**config.mk**
```make
export PLATFORM = sky130hd
export DESIGN_NAME = muldiv_sequencer
export DESIGN_NICKNAME = d
export VERILOG_FILES = /design/src/rtl/muldiv_pkg.sv /design/src/rtl/muldiv_step.sv /design/src/rtl/muldiv_sequencer.sv
export SDC_FILE = /design/constraint.sdc
export NUM_CORES = 1
export LEC_CHECK = 0
export CAP_MARGIN = 15
export CORE_MARGIN = 8
export CORE_UTILIZATION = 40
export DETAILED_ROUTE_END_ITERATION = 16
export PLACE_DENSITY_LB_ADDON = 0.25
export RECOVER_POWER = 100
export SYNTH_ARGS = -nofsm -noshare
export SYNTH_HDL_FRONTEND = slang
export SYNTH_SLANG_ARGS = --single-unit
```
**constraint.sdc**
```tcl
create_clock -name clock -period 5.4 [get_ports clock]
set_clock_uncertainty 0.15 [all_clocks]
set_input_delay 1.08 -clock clock [delete_from_list [all_inputs] [get_ports clock]]
set_output_delay 1.08 -clock clock [all_outputs]
set_load 0.02 [all_outputs]
```
**src/rtl/muldiv_pkg.sv**
```systemverilog
// Shared definitions for the multi-cycle multiply/divide sequencer and the hazard unit.
package muldiv_pkg;

   typedef enum logic [2:0] {
      ST_IDLE = 3'd0,
      ST_PREP = 3'd1,
      ST_RUN  = 3'd2,
      ST_FIX  = 3'd3,
      ST_DONE = 3'd4
   } muldiv_state_e;

   localparam logic OP_MUL = 1'b0;
   localparam logic OP_DIV = 1'b1;

   localparam int MULDIV_WIDTH   = 16;
   // Start-to-done distance in edges; the hazard unit relies on it being constant.
   localparam int MULDIV_LATENCY = MULDIV_WIDTH + 2;

   // Divide-by-zero convention: quotient all-ones, remainder = dividend, no overflow.
   localparam logic DIV0_QUOT_BIT = 1'b1;
   localparam logic DIV0_OVF      = 1'b0;

endpackage

```
**src/rtl/muldiv_step.sv**
```systemverilog
// One iteration of unsigned shift-add multiply or restoring shift-subtract divide.
module muldiv_step
   import muldiv_pkg::*;
#(
   parameter int WIDTH = 16
) (
   input  logic             i_op,
   input  logic [WIDTH-1:0] i_acc,
   input  logic [WIDTH-1:0] i_q,
   input  logic [WIDTH-1:0] i_m,
   output logic [WIDTH-1:0] o_acc,
   output logic [WIDTH-1:0] o_q
);

   logic [WIDTH:0]   w_sum;
   logic [WIDTH:0]   w_rem_sh;
   logic [WIDTH+1:0] w_diff;
   logic [WIDTH:0]   w_rem_nxt;
   logic             w_unused_rem_msb;

   // Magnitude-only arithmetic; signs are handled by the sequencer.
   always_comb begin
      w_sum            = '0;
      w_rem_sh         = '0;
      w_diff           = '0;
      w_rem_nxt        = '0;
      w_unused_rem_msb = 1'b0;
      o_acc            = i_acc;
      o_q              = i_q;
      if (i_op == OP_MUL) begin
         w_sum = {1'b0, i_acc} + (i_q[0] ? {1'b0, i_m} : '0);
         o_acc = w_sum[WIDTH:1];
         o_q   = {w_sum[0], i_q[WIDTH-1:1]};
      end else begin
         w_rem_sh = {i_acc, i_q[WIDTH-1]};
         w_diff   = {1'b0, w_rem_sh} - {2'b00, i_m};
         // A successful subtract always leaves rem < divisor, so the MSB is dropped safely.
         if (!w_diff[WIDTH+1]) begin
            w_rem_nxt = w_diff[WIDTH:0];
            o_q       = {i_q[WIDTH-2:0], 1'b1};
         end else begin
            w_rem_nxt = w_rem_sh;
            o_q       = {i_q[WIDTH-2:0], 1'b0};
         end
         {w_unused_rem_msb, o_acc} = w_rem_nxt;
      end
   end

endmodule

```
**src/rtl/muldiv_sequencer.sv**
```systemverilog
// Multi-cycle signed multiply/divide controller beside the EX-stage ALU.
//
//  state | meaning
//  IDLE  | waiting for start
//  PREP  | operands latched; clear accumulator and counter
//  RUN   | one add/shift or subtract/shift per cycle, WIDTH cycles
//  FIX   | apply signs and special cases, load result registers
//  DONE  | results valid, done pulse; start here issues back-to-back
module muldiv_sequencer
   import muldiv_pkg::*;
#(
   parameter int WIDTH = 16
) (
   input  logic             clock,
   input  logic             reset,
   input  logic             start,
   input  logic             op,
   input  logic [WIDTH-1:0] operand_a,
   input  logic [WIDTH-1:0] operand_b,
   input  logic             flush,
   output logic             busy,
   output logic             stall,
   output logic             done,
   output logic [WIDTH-1:0] result_lo,
   output logic [WIDTH-1:0] result_hi,
   output logic             overflow_flag,
   output logic             div_zero
);

   localparam int CNT_W = (WIDTH > 2) ? $clog2(WIDTH) : 1;

   muldiv_state_e      r_state, w_state_nxt;
   logic               r_op;
   logic [WIDTH-1:0]   r_a, r_b, r_m, r_acc, r_q;
   logic [CNT_W-1:0]   r_cnt;
   logic [WIDTH-1:0]   r_result_lo, r_result_hi;
   logic               r_ovf, r_dz;

   logic               w_accept;
   logic [WIDTH-1:0]   w_mag_a, w_mag_b;
   logic [WIDTH-1:0]   w_acc_nxt, w_q_nxt;
   logic               w_neg_res, w_neg_div;
   logic [2*WIDTH-1:0] w_prod, w_prod_s;
   logic [WIDTH-1:0]   w_quot_s, w_rem_s;
   logic               w_b_zero, w_div_ovf, w_last;

   assign w_accept  = start & ~flush & ((r_state == ST_IDLE) | (r_state == ST_DONE));
   assign w_mag_a   = operand_a[WIDTH-1] ? -operand_a : operand_a;
   assign w_mag_b   = operand_b[WIDTH-1] ? -operand_b : operand_b;
   assign w_last    = (r_cnt == CNT_W'(WIDTH-1));

   assign w_neg_res = r_a[WIDTH-1] ^ r_b[WIDTH-1];
   assign w_neg_div = r_a[WIDTH-1];
   assign w_prod    = {r_acc, r_q};
   assign w_prod_s  = w_neg_res ? -w_prod : w_prod;
   assign w_quot_s  = w_neg_res ? -r_q : r_q;
   assign w_rem_s   = w_neg_div ? -r_acc : r_acc;
   assign w_b_zero  = (r_b == '0);
   assign w_div_ovf = (r_a == {1'b1, {(WIDTH-1){1'b0}}}) && (r_b == '1);

   muldiv_step #(.WIDTH(WIDTH)) u_step (
      .i_op  (r_op),
      .i_acc (r_acc),
      .i_q   (r_q),
      .i_m   (r_m),
      .o_acc (w_acc_nxt),
      .o_q   (w_q_nxt)
   );

   // State register.
   always_ff @(posedge clock or negedge reset) begin
      if (!reset) r_state <= ST_IDLE;
      else        r_state <= w_state_nxt;
   end

   // Next-state logic; flush overrides everything, including a same-cycle start.
   always_comb begin
      w_state_nxt = r_state;
      if (flush) begin
         w_state_nxt = ST_IDLE;
      end else begin
         case (r_state)
            ST_IDLE: if (start) w_state_nxt = ST_PREP;
            ST_PREP: w_state_nxt = ST_RUN;
            ST_RUN:  if (w_last) w_state_nxt = ST_FIX;
            ST_FIX:  w_state_nxt = ST_DONE;
            ST_DONE: w_state_nxt = start ? ST_PREP : ST_IDLE;
            default: w_state_nxt = ST_IDLE;
         endcase
      end
   end

   // State decodes; stall also covers the issuing cycle so the instruction is held in EX.
   always_comb begin
      busy  = (r_state == ST_PREP) | (r_state == ST_RUN) | (r_state == ST_FIX);
      done  = (r_state == ST_DONE);
      stall = w_accept | busy;
   end

   // Operand capture, iteration datapath and result registers.
   always_ff @(posedge clock or negedge reset) begin
      if (!reset) begin
         r_op        <= OP_MUL;
         r_a         <= '0;
         r_b         <= '0;
         r_m         <= '0;
         r_q         <= '0;
         r_acc       <= '0;
         r_cnt       <= '0;
         r_result_lo <= '0;
         r_result_hi <= '0;
         r_ovf       <= 1'b0;
         r_dz        <= 1'b0;
      end else if (w_accept) begin
         r_op <= op;
         r_a  <= operand_a;
         r_b  <= operand_b;
         r_m  <= (op == OP_MUL) ? w_mag_a : w_mag_b;
         r_q  <= (op == OP_MUL) ? w_mag_b : w_mag_a;
      end else if (!flush) begin
         case (r_state)
            ST_PREP: begin
               r_acc <= '0;
               r_cnt <= '0;
            end
            ST_RUN: begin
               r_acc <= w_acc_nxt;
               r_q   <= w_q_nxt;
               r_cnt <= r_cnt + CNT_W'(1);
            end
            ST_FIX: begin
               if (r_op == OP_MUL) begin
                  r_result_lo <= w_prod_s[WIDTH-1:0];
                  r_result_hi <= w_prod_s[2*WIDTH-1:WIDTH];
                  r_ovf       <= (w_prod_s[2*WIDTH-1:WIDTH] != {WIDTH{w_prod_s[WIDTH-1]}});
                  r_dz        <= 1'b0;
               end else if (w_b_zero) begin
                  r_result_lo <= {WIDTH{DIV0_QUOT_BIT}};
                  r_result_hi <= r_a;
                  r_ovf       <= DIV0_OVF;
                  r_dz        <= 1'b1;
               end else begin
                  r_result_lo <= w_quot_s;
                  r_result_hi <= w_rem_s;
                  r_ovf       <= w_div_ovf;
                  r_dz        <= 1'b0;
               end
            end
            default: ;
         endcase
      end
   end

   assign result_lo     = r_result_lo;
   assign result_hi     = r_result_hi;
   assign overflow_flag = r_ovf;
   assign div_zero      = r_dz;

endmodule

```
==> results.json <==
{
  "status": "complete, but fails checks",
  "violations": "max-capacitance violations, max-slew violations",
  "root_buffer": "clkbuf_16",
  "period_share_pct": 77.6,
  "ys_warn_count": 0,
  "hold_violations": 0,
  "synthXorXnorAreaFrac_pct": 8.00,
  "cts_tree": "done",
  "dieArea_sq_um": 28400,
  "wl_microns": 29000,
  "crit_fanout": 65,
  "synth_top_area_share_pct": 32.8,
  "h-tree-depth": 4,
  "synth_most_common_cell": "nand2_1",
  "io_buffers": 73,
  "ys_types": 70,
  "hold_buffers": 0,
  "maxCapViolations": 2,
  "grt_pass1_vias": 8770,
  "rr_worst_depth": 8,
  "synth-compound-area-share_pct": 23.0,
  "drive_gt1_share_pct": 4.61,
  "ys.flop_type": "dfrtp_1",
  "r2r-end": "overflow_flag$_DFFE_PN0P_",
  "cts_buffers": 17,
  "area_growth_pct": 15.4,
  "muxShareOfSynthArea_pct": 2.80,
  "p_int_uw": 3150,
  "antenna_found_initial": 0,
  "synth_fa_ha_area_share_pct": 5.40,
  "clockBufferDepth": 2,
  "synth_top_cell_by_area": "dfrtp_1",
  "crit_type": "input port to flip-flop",
  "clock_latency_ps": 430,
  "asyncSetResetFlopFracSynth_pct": 100,
  "die_w_microns": 169,
  "cts.sinks": 122,
  "cts.clk_slew.worst_paths_ps": 60,
  "max_freq_mhz": 239,
  "crit_required_ps": 5440,
  "start_util_pct": 40.1,
  "synthSimpleGateAreaFrac_pct": 23.2,
  "synth_fp_nets": 1273,
  "grt_max_degree": 69,
  "synth_edf_count": 0,
  "setup_viol": 0,
  "hp-class": "flip-flop to flip-flop",
  "firstDrtPassIters": 5,
  "reg2reg_slack_ps": 1570,
  "cts_setup_buffers": 0,
  "wl_per_cell_microns": 18.6,
  "dpl_worst_slack_ps": 1570,
  "die_h_microns": 169,
  "p_sw_uw": 2690,
  "p_per_area_nw_per_um2": 543,
  "grt-ovfl-total": 0,
  "syn-mean-instance-area_sq_um": 7.78,
  "cts_resized": 0,
  "synthTopCellsByCount": "nand2_1 (211), dfrtp_1 (122), o21ai_0 (113), nor2_1 (110), a21oi_1 (91)",
  "place_area_sq_um": 10200,
  "pwr-share-comb_pct": 53.0,
  "ios": 74,
  "ant_nets": 0,
  "final_area_sq_um": 10700,
  "finalSetupTns_ps": 0,
  "max-vdd-ir-drop_uv": 230,
  "antenna_cells": 0,
  "whs_endpoint": "result_hi[6]$_DFFE_PN0P_",
  "seq_area_frac_synth_pct": 32.8,
  "grt_use_total_pct": 21.0,
  "hpwl_microns": 21600,
  "synthCells": 1197,
  "clkPwrFrac_pct": 18.8,
  "final_nets": 1299,
  "rsz0062_at_grt": "false",
  "hold_path_depth": 2,
  "drc": 0,
  "num_vias": 8933,
  "syn-cell-area_sq_um": 9310,
  "report.final.slew_viol_count": 115,
  "place_congestion": 0.939,
  "drt-initial-drc-count": 846,
  "synth_seq_cells": 122,
  "period_minus_slack_ps": 4190,
  "p_sw_share_pct": 46.0,
  "ys_top_cells_by_area": "dfrtp_1 (33%), nand2_1 (8.5%), o21ai_0 (6.1%), ha_1 (5.0%), a21oi_1 (4.9%)",
  "worst_slew_pin_slew_ps": 2780,
  "leakagePower_uw": 0.00477,
  "row_count": 56,
  "whs_ps": 319,
  "cp-end-kind": "flip-flop",
  "start_kind": "input port",
  "synth_top_family_by_area": "simple AND/OR/NAND/NOR gates",
  "r2r_start": "r_q[13]$_DFFE_PN0P_",
  "p_seq_share_pct": 28.2,
  "power_uw": 5840,
  "fp.coreArea_sq_um": 23200,
  "cp.arrival_ps": 4230,
  "worstHoldStart": "result_hi[6]$_DFFE_PN0P_",
  "viasPerCell": 5.74,
  "relSlewSlack_pct": -85.1,
  "fin_ws_ps": 1210,
  "grt_pass1_wl_microns": 47500
}
==> final cells by class <==
class,instances,area [sq um]
clock buffer,19,443
clock inverter,13,119
fill,2314,12500
inverter,39,146
multi-input combinational,959,5790
sequential,122,3050
tap,319,399
timing repair buffer,84,786
==> power groups by stage <==
stage          combinational [uW]  sequential (uW)  clock (uW)
5_1_grt                      3460             1690        1160
6_report                     3090             1650        1100
2_1_floorplan                2300             1550           0
3_5_place_dp                 3110             1660           0
3_3_place_gp                 3080             1650           0
4_1_cts                      3130             1640        1120
==> per-stage QoR <==
step,util [%],cells
final,46.3,1555
after global routing,46.3,1555
after CTS,46.5,1555
after detailed placement,44.1,1523
after global placement,44.1,1523
after floorplan,-,1197
==> critical path, stage by stage <==
cell and delay [ps]:
dlygate4sd3_1 640, nand3b_1 150, clkbuf_1 1960, o21ai_0 340
==> cell families after synthesis <==
kind of cell,after synthesis
buffers and inverters,116
and+or+nand+nor,466
adders and majority gates,39
AOI/OAI and AO/OA,343
xor gates and xnor gates,85
DFF,122
muxes,26
==> flip-flops by register name (all words and copies together), names as in the netlist, 4 cells and up <==
name       count
r_a           16
r_acc         16
r_b           16
r_m           16
r_q           16
result_hi     16
result_lo     16
r_cnt          4
==> metal layers <==
| layer | share of wire [%] | vias to the layer above | GRT usage [%] |
|---|---|---|---|
| met5 | 0 | - | 0 |
| met1 | 47 | 4300 | 28.9 |
| met4 | 1.6 | 0 | 6.13 |
| met3 | 6.2 | 31 | 4.17 |
| met2 | 45 | 309 | 32.8 |
| li1 | - | 4293 | - |
==> worst max path at each step <==
| stage | from | cells after the start | endpoint | slack, ps |
|---|---|---|---|---|
| 4_1_cts | r_q[15]$_DFFE_PN0P_ | 11 | r_acc[12]$_DFFE_PN0P_ | 1630 |
| 3_5_place_dp | operand_b[2] | 9 | r_q[15]$_DFFE_PN0P_ | 1570 |
| 3_3_place_gp | operand_b[2] | 9 | r_q[15]$_DFFE_PN0P_ | 1580 |
| 6_report | flush | 4 | r_m[11]$_DFFE_PN0P_ | 1210 |
| 5_1_grt | flush | 4 | r_q[4]$_DFFE_PN0P_ | 830 |
| 2_1_floorplan | flush | 4 | stall | 2130 |
==> placed cells by master, fill, tap and decap left out, types with 28 or more instances in the layout <==
cell type,instances
a21oi_1,91
clkdlybuf4s50_1,31
dfrtp_1,121
dlygate4sd3_1,40
ha_1,37
inv_1,38
nand2_1,211
nor2_1,110
o211ai_1,28
o21ai_0,113
xnor2_1,48
xor2_1,36
No activity file was read; power rests on OpenSTA's default activity.
